**config.mk**
```make
export PLATFORM = sky130hd
export DESIGN_NAME = riscv_core_dpath_load_resp_queue
export DESIGN_NICKNAME = d
export VERILOG_FILES = /design/src/rtl/riscv_core_dpath_load_resp_queue.sv
export SDC_FILE = /design/constraint.sdc
export NUM_CORES = 1
export LEC_CHECK = 0
export CAP_MARGIN = 15
export CORE_AREA = 2 2 84 94
export CTS_CLUSTER_SIZE = 25
export DETAILED_ROUTE_END_ITERATION = 7
export DIE_AREA = 0 0 86 96
export PLACE_DENSITY = 0.86
export SYNTH_ARGS = -nofsm -noshare
export SYNTH_HDL_FRONTEND = slang
export SYNTH_SLANG_ARGS = --single-unit
```
**constraint.sdc**
```tcl
create_clock -name clk -period 6 [get_ports clk]
set_input_delay 1.8 -clock clk [delete_from_list [all_inputs] [get_ports clk]]
set_output_delay 1.8 -clock clk [all_outputs]
set_load 0.02 [all_outputs]
```
**src/rtl/riscv_core_dpath_load_resp_queue.sv**
```systemverilog
// Load-response queue between the dmem response port and the M-stage load mux.
// Subword extraction happens on enqueue, so every stored entry is already writeback-ready.
module riscv_core_dpath_load_resp_queue #(
  parameter int DATA_W = 32,
  parameter int DEPTH  = 2,
  parameter int BYPASS = 1,
  parameter int PIPE   = 0,
  localparam int OFF_W = $clog2(DATA_W/8),
  localparam int CNT_W = $clog2(DEPTH) + 1
) (
  input  logic              clk,
  input  logic              reset,
  input  logic              flush,
  input  logic              enq_val,
  output logic              enq_rdy,
  input  logic [DATA_W-1:0] enq_data,
  input  logic [2:0]        enq_type,
  input  logic [OFF_W-1:0]  enq_offset,
  output logic              deq_val,
  input  logic              deq_rdy,
  output logic [DATA_W-1:0] deq_data,
  output logic [CNT_W-1:0]  count
);

  localparam int               PTR_W = (DEPTH > 1) ? $clog2(DEPTH) : 1;
  localparam logic [PTR_W-1:0] LAST  = PTR_W'(DEPTH - 1);
  localparam logic [CNT_W-1:0] FULL  = CNT_W'(DEPTH);

  localparam logic [2:0] T_FULL = 3'd0;
  localparam logic [2:0] T_LB   = 3'd1;
  localparam logic [2:0] T_LBU  = 3'd2;
  localparam logic [2:0] T_LH   = 3'd3;
  localparam logic [2:0] T_LHU  = 3'd4;
  localparam logic [2:0] T_LW   = 3'd5;
  localparam logic [2:0] T_LWU  = 3'd6;

  // Word-sized types on a 32-bit datapath degenerate to a full, unshifted pass.
  function automatic logic [DATA_W-1:0] extract(
    input logic [DATA_W-1:0] data,
    input logic [2:0]        typ,
    input logic [OFF_W-1:0]  off
  );
    logic [DATA_W-1:0]  sh;
    logic signed [7:0]  b;
    logic signed [15:0] h;
    logic signed [31:0] w;
    sh = data >> {off, 3'b000};
    b  = sh[7:0];
    h  = sh[15:0];
    w  = sh[31:0];
    case (typ)
      T_FULL:  extract = data;
      T_LB:    extract = DATA_W'(b);
      T_LBU:   extract = DATA_W'(sh[7:0]);
      T_LH:    extract = DATA_W'(h);
      T_LHU:   extract = DATA_W'(sh[15:0]);
      T_LW:    extract = (DATA_W == 32) ? data : DATA_W'(w);
      T_LWU:   extract = (DATA_W == 32) ? data : DATA_W'(sh[31:0]);
      default: extract = '0;
    endcase
  endfunction

  function automatic logic [PTR_W-1:0] next_ptr(input logic [PTR_W-1:0] p);
    next_ptr = (p == LAST) ? '0 : p + PTR_W'(1);
  endfunction

  logic [DATA_W-1:0] r_mem [DEPTH];
  logic [PTR_W-1:0]  r_head;
  logic [PTR_W-1:0]  r_tail;
  logic [CNT_W-1:0]  r_count;

  logic [DATA_W-1:0] w_ext;
  logic              w_empty;
  logic              w_full;
  logic              w_enq_fire;
  logic              w_deq_fire;
  logic              w_bypass;
  logic              w_wr;
  logic              w_rd;

  assign w_ext   = extract(enq_data, enq_type, enq_offset);
  assign w_empty = (r_count == '0);
  assign w_full  = (r_count == FULL);

  assign enq_rdy = !flush && (!w_full || ((PIPE != 0) && deq_rdy));
  assign deq_val = !flush && (!w_empty || ((BYPASS != 0) && enq_val));

  assign w_enq_fire = enq_val && enq_rdy;
  assign w_deq_fire = deq_val && deq_rdy;
  // A dequeue from an empty queue can only be the bypass path; it touches no storage.
  assign w_bypass   = w_empty && w_deq_fire;
  assign w_wr       = w_enq_fire && !w_bypass;
  assign w_rd       = w_deq_fire && !w_bypass;

  always_comb begin
    deq_data = '0;
    if (!w_empty) begin
      deq_data = r_mem[r_head];
    end else if ((BYPASS != 0) && enq_val) begin
      deq_data = w_ext;
    end
  end

  assign count = r_count;

  always_ff @(posedge clk or negedge reset) begin
    if (!reset) begin
      r_head  <= '0;
      r_tail  <= '0;
      r_count <= '0;
    end else if (flush) begin
      r_head  <= '0;
      r_tail  <= '0;
      r_count <= '0;
    end else begin
      if (w_wr) begin
        r_tail <= next_ptr(r_tail);
      end
      if (w_rd) begin
        r_head <= next_ptr(r_head);
      end
      case ({w_wr, w_rd})
        2'b10:   r_count <= r_count + CNT_W'(1);
        2'b01:   r_count <= r_count - CNT_W'(1);
        default: r_count <= r_count;
      endcase
    end
  end

  // Entry storage carries data only and is deliberately left out of reset.
  always_ff @(posedge clk) begin
    if (w_wr) begin
      r_mem[r_tail] <= w_ext;
    end
  end

endmodule

```
==> results.cfg, run 1 <==
[detailed_routing]
drt_iter0_markers = 377
antenna_left = 0
route.detailed.drc = 0
via_count = 3455
firstDrtPassIters = 5
routed_via_density = 6.351
wl_per_cell_um = 21.18
routed_wirelength_um = 11520

[timing]
finalSetupViolations = 0
fin_crit_ps = 5916
slew_headroom_pct = 23.09
final.period_utilization_pct = 98.59
fmaxAchievable_mhz = 169.0
slew_violations = 0
worstMarginPinSlew_ps = 1149
finalHoldViolCount = 0
final.setup_skew_ps = 6.277

[floorplan]
fp.dieW_um = 86
die_area_sq_um = 8256
initial_core_util_pct = 54.80
core-area_sq_um = 7308
ioPinCount = 78
rows = 33
die_h_um = 96

[clock_network]
root_buffer = clkbuf_8
clkLatencyLatePin_ps = 360
h-tree-depth = 3
cts_made_buffers = 9
cts_tree = done
cts_sinks = 68
clk_pin_slew_ps = 80
cts_buffer_depth = 2

[min_path]
worstHoldStart = r_tail
holdPathEnd = r_tail
hp-class = reg2reg
hold_depth = 2

[place]
place_congestion = 0.9247
placed_area_sq_um = 5147
io_buffers = 77
place_hpwl_um = 8129

[yosys]
synth_compound_area_share_pct = 20.27
ys_seq_area_share_pct = 50.48
synth_simple_gate_area_share_pct = 12.84
synth_top_family_by_area = compound AO/OA/AOI/OAI gates
synth_edf_count = 64
syn_avg_cell_area_sq_um = 11.68
synthMuxAreaShare_pct = 11.62
ys_ff_latch = 68
ys.flop_type = edfxtp_1
synth.distinct_cells = 52
ys_warn_count = 0
synth_fp_nets = 385
synth_fa_ha_area_share_pct = 0
synth_cells = 343
synth_xor_area_share_pct = 0.4374
syn_area_sq_um = 4005
synthArstFlopShare_pct = 5.882

[worst_setup_path]
critPathMostFrequentCell = buf_4
critical_path_buf_inv_count = 5
crit_type = in2out
critPathMaxStageDelay_ps = 530
crit_arrival_ps = 4120
r2r_cells = 4
slowest_stage = clkdlybuf4s50_1
cp.required_ps = 4200
crit_fanout = 8
crit_family = buffers and inverters
r2r-start = count[1]
end_kind = output pin
cp-start-kind = input port
path_cells = clkdlybuf4s50_1 > buf_4 > buf_4 > nor2_1 > o221ai_1 > buf_4 > o221a_2 > a31o_2 > clkdlybuf4s50_1
rr_endpoint = r_mem[1][7]
r2r_setup_slack_ps = 4200

[cells_and_area]
final_common_cell = edfxtp_1
drive_gt1_share_pct = 25.82
mostFrequentLayoutCells = edfxtp_1 (64), clkdlybuf4s50_1 (49), buf_4 (49)
n_antenna_cell = 0
post-route-util_pct = 74.82
areaGrowthSynthToFinish_pct = 36.52
fin_area_sq_um = 5468
fin_nets = 494
fillers = 503

[global_routing]
grt.busiest_layer = met2
globalRouteTotalUtil_pct = 29.14
antenna_found_initial = 0
grt_max_degree = 33
grt-ovfl-total = 0
grtUsageMet2_pct = 49.22
met3_usage_pct = 4.117
grt_pass1_wl_um = 18090
global_route.usage.met1_pct = 37.38
grt_pass1_vias = 3542

[pwr]
irDropWorstVdd_uv = 170.3
power_density_nw_per_um2 = 250.8
p_leak_nw = 2.279

[run]
drv_cap = 0

[status]
outcome = finished, final reports clean
## cell families (layout without fill, tap and decap cells)
kind of cell,after synthesis,count (layout)
AO/OA/AOI/OAI,101,101
buffers and inverters,37,151
XOR/XNOR,2,2
flip-flops,68,68
AND/OR/NAND/NOR,92,92
multiplexers,43,43
## synthesized netlist by cell type (3+ instances only)
library cell,instances,area (sq um)
a21oi_1,9,45.04
edfxtp_1,64,1922
nor2b_1,8,50.05
buf_2,10,50.05
o22ai_1,11,68.82
buf_6,3,33.78
o2111ai_1,5,43.79
o32ai_1,5,43.79
mux2_2,18,202.7
a221o_2,16,180.2
a21o_1,16,120.1
inv_1,7,26.28
nor4bb_1,3,30.03
nand4_1,6,37.54
clkbuf_1,16,60.06
dfrtp_1,4,100.1
o21ai_0,8,40.04
nor2_1,32,120.1
nand2_1,15,56.30
nor3_1,6,30.03
or4bb_1,5,56.30
o221ai_1,10,87.58
mux2i_1,24,240.2
nand2b_1,3,18.77
## where the power goes
part	total (W)	internal [W]	switching, W
logic	0.000317	0.000149	0.000168
clock network	0.000502	0.000319	0.000183
registers	0.000552	0.000544	0.00000833
total	0.00137	0.00101	0.000360
## worst reg2reg max path, cell delays in order (launching register included)
cell and delay, ps:
dfrtp_1 460, nor2_1 120, o21ai_0 190, nor3b_2 230
buf_4 430
## worst max path at each step
| stage | from | endpoint | slack (ps) | cells past startpoint |
|---|---|---|---|---|
| floorplan | enq_type[2] | deq_data[10] | 750 | 5 |
| global placement | enq_offset[1] | deq_data[10] | -210 | 9 |
| detailed placement | enq_offset[1] | deq_data[10] | -200 | 9 |
| CTS | enq_type[0] | deq_data[8] | 10 | 8 |
| global route | enq_type[2] | deq_data[12] | -2 | 9 |
| finish | enq_type[2] | deq_data[12] | 80 | 9 |
## per-stage QoR
| stage | worst slack [ps] | total power [W] | instances | TNS, ps | hold WS [ps] |
|---|---|---|---|---|---|
| after floorplan | 745.6 | 0.0007328 | 343 | 0 | 519.3 |
| after global placement | -209.8 | 0.0008747 | 527 | -1894 | 552.9 |
| after detailed placement | -204.0 | 0.0008810 | 527 | -2496 | 606.3 |
| after CTS | 14.18 | 0.001370 | 543 | 0 | 623.8 |
| after global routing | -1.641 | 0.001414 | 544 | -1.641 | 660.8 |
| final | 84.44 | 0.001371 | 544 | 0 | 627.3 |
## layer usage
metal | wire length (um) | vias to the layer above
li1 | - | 1588
met1 | 4738 | 1652
met2 | 5726 | 181
met3 | 743 | 34
met4 | 312 | 0
met5 | 0 | -
## state kept, by name, summed over array words and instances (netlist names)
name / flops
count: 2
r_head: 1
r_mem: 64
r_tail: 1
## what timing repair did
item	4_1_cts	5_1_grt
pin swaps	1	1
buffers inserted	0	1
hold endpoints to repair	0	0
endpoints found under the setup margin	31	16
hold buffers	0	0
resized for setup	19	17
## area by class of cell
cell class                 instances  area, sq um  share of cell area, %
clock buffer                      10        127.6                  2.334
clock inverter                     6        136.4                  2.494
multi-input combinational        238         1856                  33.94
sequential                        68         2022                  36.98
inverter                           7        26.28                 0.4805
timing repair buffer             128         1191                  21.78
tap                               87        108.9                  1.991
Note: power is estimated with default switching activity, not from simulation.
==> run 2, diff against run 1 <==
GPL_TIMING_DRIVEN = 0   (was unset)
==> run 2 against run 1 <==
Compared with the run above:
- clock power hardly changed
- first-iteration DRC count is 17% lower
- final cell count shrank 2.6%
- die area stayed put
- hold slack worse by 20 ps
- maximum frequency about the same
- utilization decreased by 3.4 points
- sequential share of layout area is 1.7 points higher
- design area decreased by 4.5%
- non-clock buffer count fell by 13
- critical path type unchanged
==> results.cfg, run 2 (synthesis gave the netlist of run 1 again) <==
[pwr]
p_int_w = 0.0009861
irDropWorstVdd_uv = 212.0
power_density_nw_per_um2 = 257.4
p_leak_nw = 2.044
pwr-share-clk_pct = 37.2
finalPower_w = 0.001344
seq_power_share_pct = 40.8
comb_power_share_pct = 21.9
swShare_pct = 26.65
power.switching_w = 0.0003582

[cells_and_area]
final_common_cell = edfxtp_1
areaGrowthSynthToFinish_pct = 30.40
fin_nets = 481
largest_reg_flops = 64
mostFrequentLayoutCells = edfxtp_1 (64), clkdlybuf4s50_1 (42), nor2_1 (32)
fin_area_sq_um = 5223
post-route-util_pct = 71.46
drive_gt1_share_pct = 21.67
n_antenna_cell = 0
regMostFlops = r_mem

[clock_network]
holdBufCountCts = 0
cts_tree = done
h-tree-depth = 3
cts_sinks = 68
clk_pin_slew_ps = 70
cts_buffer_depth = 2
cts_made_buffers = 9
root_buffer = clkbuf_8
clkLatencyLatePin_ps = 360

[worst_setup_path]
crit_family = buffers and inverters
path_cells = clkdlybuf4s50_1 > clkbuf_2 > clkbuf_1 > o211a_1 > o221ai_1 > o22ai_1 > dlygate4sd2_1
r2r-start = r_head
crit_arrival_ps = 4120
r2r_cells = 5
end_kind = output pin
r2r_setup_slack_ps = 3900
cp.required_ps = 4200
cp-start-kind = input port
rr_endpoint = r_head
slowest_stage = clkdlybuf4s50_1
critical_path_buf_inv_count = 4
crit_fanout = 10
crit_type = in2out
critPathMaxStageDelay_ps = 600

[run]
drv_cap = 0

[floorplan]
ioPinCount = 78
die_h_um = 96
core-area_sq_um = 7308
rows = 33
initial_core_util_pct = 54.80
fp.dieW_um = 86
die_area_sq_um = 8256

[timing]
rsz0062_at_grt = no
finalHoldViolCount = 0
fmaxAchievable_mhz = 169.0
final.setup_skew_ps = 5.758
finalSetupViolations = 0
worstMarginPinSlew_ps = 816.4
slew_violations = 0
slew_headroom_pct = 45.15
tns_ps = 0
setup_ws_ps = 81.20
fin_crit_ps = 5919
final.period_utilization_pct = 98.65

[global_routing]
globalRouteTotalUtil_pct = 29.17
grt_pass1_vias = 3461
grt-ovfl-total = 0
antenna_found_initial = 0
grt_pass1_wl_um = 17820
grt_max_degree = 13

[detailed_routing]
drt_iter0_markers = 313
antenna_left = 0
firstDrtPassIters = 7
via_count = 3409
routed_wirelength_um = 11600
route.detailed.drc = 0
wl_per_cell_um = 21.89
routed_via_density = 6.432

[min_path]
holdPathEnd = r_tail
hold_depth = 2
hp-class = reg2reg
worstHoldStart = r_tail

[status]
outcome = finished, final reports clean

[place]
placed_area_sq_um = 4950
pre_cts_slack_ps = -562.5
place_congestion = 0.9666
io_buffers = 75
place_hpwl_um = 8211
-- run 2: changes by cell type in the layout (fill, tap and decap cells not counted), moves of 6 or more --
cell / before / now
clkbuf_2: 0 / 9
buf_6: 1 / 7
buf_4: 49 / 4
clkdlybuf4s50_1: 49 / 42
dlygate4sd2_1: 15 / 24
dlymetal6s2s_1: 12 / 1
buf_2: 0 / 9
clkbuf_1: 1 / 11
-- run 2: repair_timing --
item	CTS	global route
pin swaps	1	0
resized for setup	45	19
setup buffers	3	0
setup endpoints to repair	32	8
cloned	1	0
-- run 2: worst max path at each step --
stage | to | depth (start not counted) | from | slack (ps)
2_1_floorplan | deq_data[10] | 5 | enq_type[2] | 750
3_3_place_gp | r_mem[1][4] | 4 | deq_rdy | -860
3_5_place_dp | deq_data[9] | 7 | enq_offset[0] | -560
4_1_cts | deq_data[7] | 8 | enq_type[0] | 90
5_1_grt | deq_data[1] | 7 | enq_offset[0] | 1
6_report | deq_data[1] | 7 | enq_offset[0] | 80
-- run 2: tightest hold or removal path: cells and delay by family, from the launching register on --
kind,cells,cell delay [ps]
DFF,1,390
xor gates and xnor gates,1,90
and+or+nand+nor,1,90
-- run 2: area by class of cell --
type                    instances  area [sq um]
inverters                       7         26.28
fillers                       571          2086
multi-input cells             238          1841
well taps                      87         108.9
flip-flops and latches         68          2022
repair buffers                 85         802.0
clock inverters                 6         137.6
clock buffers                   9         123.9
plain buffers                  30         161.4
-- run 2: metal layers --
layer / wire length, um / track usage, %
met2: 5953 / 50.84
met3: 599 / 4.803
met5: 0 / 0
met1: 4796 / 36.22
met4: 253 / 11.64
-- run 2: power by group through the flow --
| stage | clock, W | sequential [W] | combinational [W] |
|---|---|---|---|
| 3_3_place_gp | 0 | 0.000560 | 0.000292 |
| 2_1_floorplan | 0 | 0.000559 | 0.000173 |
| 5_1_grt | 0.000523 | 0.000550 | 0.000313 |
| 6_report | 0.000501 | 0.000549 | 0.000295 |
| 3_5_place_dp | 0 | 0.000559 | 0.000303 |
| 4_1_cts | 0.000503 | 0.000549 | 0.000293 |
-- run 2: metrics by stage --
stage / cells / hold WS [ps]
3_5_place_dp: 511 / 602.8
6_report: 530 / 607.1
2_1_floorplan: 343 / 519.3
3_3_place_gp: 505 / 537.2
5_1_grt: 530 / 637.1
4_1_cts: 530 / 618.4
==> run 3, diff against run 2 <==
CORE_AREA = 2 2 99 110   (was 2 2 84 94)
DIE_AREA = 0 0 101 112   (was 0 0 86 96)
PLACE_DENSITY = 0.65   (was 0.86)
==> run 3 against run 2 <==
Compared with the run above:
- worst setup slack better by 2.1 ps
- sequential power about the same
- power up 5.5%
- non-clock buffer count up 4
- global-route usage down 7.7 points
- largest cell class unchanged
- largest power group is now the clock network
==> results.cfg, run 3 (synthesis gave the netlist of run 1 again) <==
[global_routing]
grt-ovfl-total = 0
grt_pass1_vias = 3372
globalRouteTotalUtil_pct = 21.45
grt_pass1_wl_um = 18420
antenna_found_initial = 0
grt_max_degree = 14

[timing]
worstMarginPinSlew_ps = 886.9
slew_headroom_pct = 40.42
fin_crit_ps = 5917
fmaxAchievable_mhz = 169.0
final.period_utilization_pct = 98.61
hold_ws_ps = 585.2
tns_ps = 0
finalSetupViolations = 0
final.setup_skew_ps = 7.477
slew_violations = 0
finalHoldViolCount = 0

[worst_setup_path]
path_cells = clkdlybuf4s50_1 > or3_1 > clkbuf_2 > nand4b_1 > buf_4 > buf_4 > o221ai_1 > o22ai_1 > clkdlybuf4s15_1
cp-start-kind = input port
critical_path_buf_inv_count = 5
crit_arrival_ps = 4120
crit_family = buffers and inverters
critPathMostFrequentCell = buf_4
slowest_stage = clkdlybuf4s50_1
cp.required_ps = 4200
crit_type = in2out
r2r-start = r_head
crit_start = enq_type[2]
crit_fanout = 10
end_kind = output pin
critPathMaxStageDelay_ps = 490

[clock_network]
h-tree-depth = 3
holdBufCountCts = 0
root_buffer = clkbuf_16
cts_made_buffers = 9
clkLatencyLatePin_ps = 330
clk_pin_slew_ps = 60
cts_sinks = 68
cts_tree = done
cts_buffer_depth = 2

[pwr]
irDropWorstVdd_uv = 167.8
swShare_pct = 26.76
comb_power_share_pct = 21.1
pwr-share-clk_pct = 40.1
p_leak_nw = 2.103
power.switching_w = 0.0003797
power_density_nw_per_um2 = 263.5
p_int_w = 0.001039
seq_power_share_pct = 38.7

[min_path]
hp-class = reg2reg
worstHoldStart = r_tail

[place]
place_hpwl_um = 8558
place_congestion = 0.8993
io_buffers = 75

[detailed_routing]
via_count = 3409
drt_iter0_markers = 220
antenna_left = 0
routed_via_density = 5.970
wl_per_cell_um = 20.64
routed_wirelength_um = 11790
route.detailed.drc = 0
firstDrtPassIters = 5

[floorplan]
die_area_sq_um = 11310
initial_core_util_pct = 39.08
ioPinCount = 78
core-area_sq_um = 10250
die_h_um = 112
fp.dieW_um = 101
rows = 39

[status]
outcome = finished, final reports clean

[cells_and_area]
final_common_cell = edfxtp_1
areaGrowthSynthToFinish_pct = 34.46
n_antenna_cell = 0
largest_reg_flops = 64
drive_gt1_share_pct = 24.11
fillers = 912
post-route-util_pct = 52.55
fin_nets = 485
regMostFlops = r_mem
mostFrequentLayoutCells = edfxtp_1 (64), clkdlybuf4s50_1 (43), nor2_1 (32)

[run]
drv_cap = 0
==> run 3: cell type report <==
cell class,count,area (sq um),area share [%]
sequential,68,2022,37.55
multi-input combinational,238,1866,34.64
timing repair buffer,89,823.3,15.29
clock buffer,9,225.2,4.182
buffer,30,170.2,3.160
tap,123,153.9,2.858
clock inverter,7,98.84,1.836
inverter,7,26.28,0.4879
==> run 3: repair_timing <==
| action | CTS | global route |
|---|---|---|
| endpoints found under the setup margin | 32 | 13 |
| endpoints found under the hold margin | 0 | 0 |
| setup buffers | 6 | 2 |
| resized for setup | 50 | 27 |
| pin swaps | 2 | 0 |
==> run 3: path summary, 6_finish.rpt <==
kind,to,slack [ps],cells after the start
min,r_tail,590,2
min reg2reg,r_tail,590,2
max,deq_data[5],80,9
max in group asynchronous,r_head,4160,1
max reg2reg,r_head,3850,5
min in group asynchronous,r_tail,1670,1
==> run 3: stage by stage <==
stage	instance area (sq um)	power (W)	std cells	setup slack [ps]
final	5385	0.001419	571	83.29
after global routing	5385	0.001473	571	-21.41
after CTS	5379	0.001428	569	25.49
after detailed placement	4987	0.0008653	547	-613.0
after global placement	4910	0.0008580	541	-1023
after floorplan	4005	0.0007328	343	745.6
==> run 3: metal layers <==
layer | vias up | global-route usage, % | share of wire (%)
met4 | 0 | 8.649 | 3.3
met2 | 144 | 34.71 | 49
li1 | 1571 | - | -
met3 | 27 | 4.331 | 6.6
met1 | 1667 | 28.04 | 41
met5 | - | 0 | 0
==> run 3: power groups by stage <==
stage               Sequential [W]  Combinational (W)  Clock (W)
global placement          0.000560           0.000298          0
floorplan                 0.000559           0.000173          0
CTS                       0.000549           0.000299   0.000580
detailed placement        0.000559           0.000306          0
global route              0.000550           0.000322   0.000601
finish                    0.000549           0.000300   0.000570
==> run 3: tightest hold or removal path, stage by stage (launching register included) <==
cell and delay, ps:
dfrtp_1 390, xor2_1 90, nor2_1 70
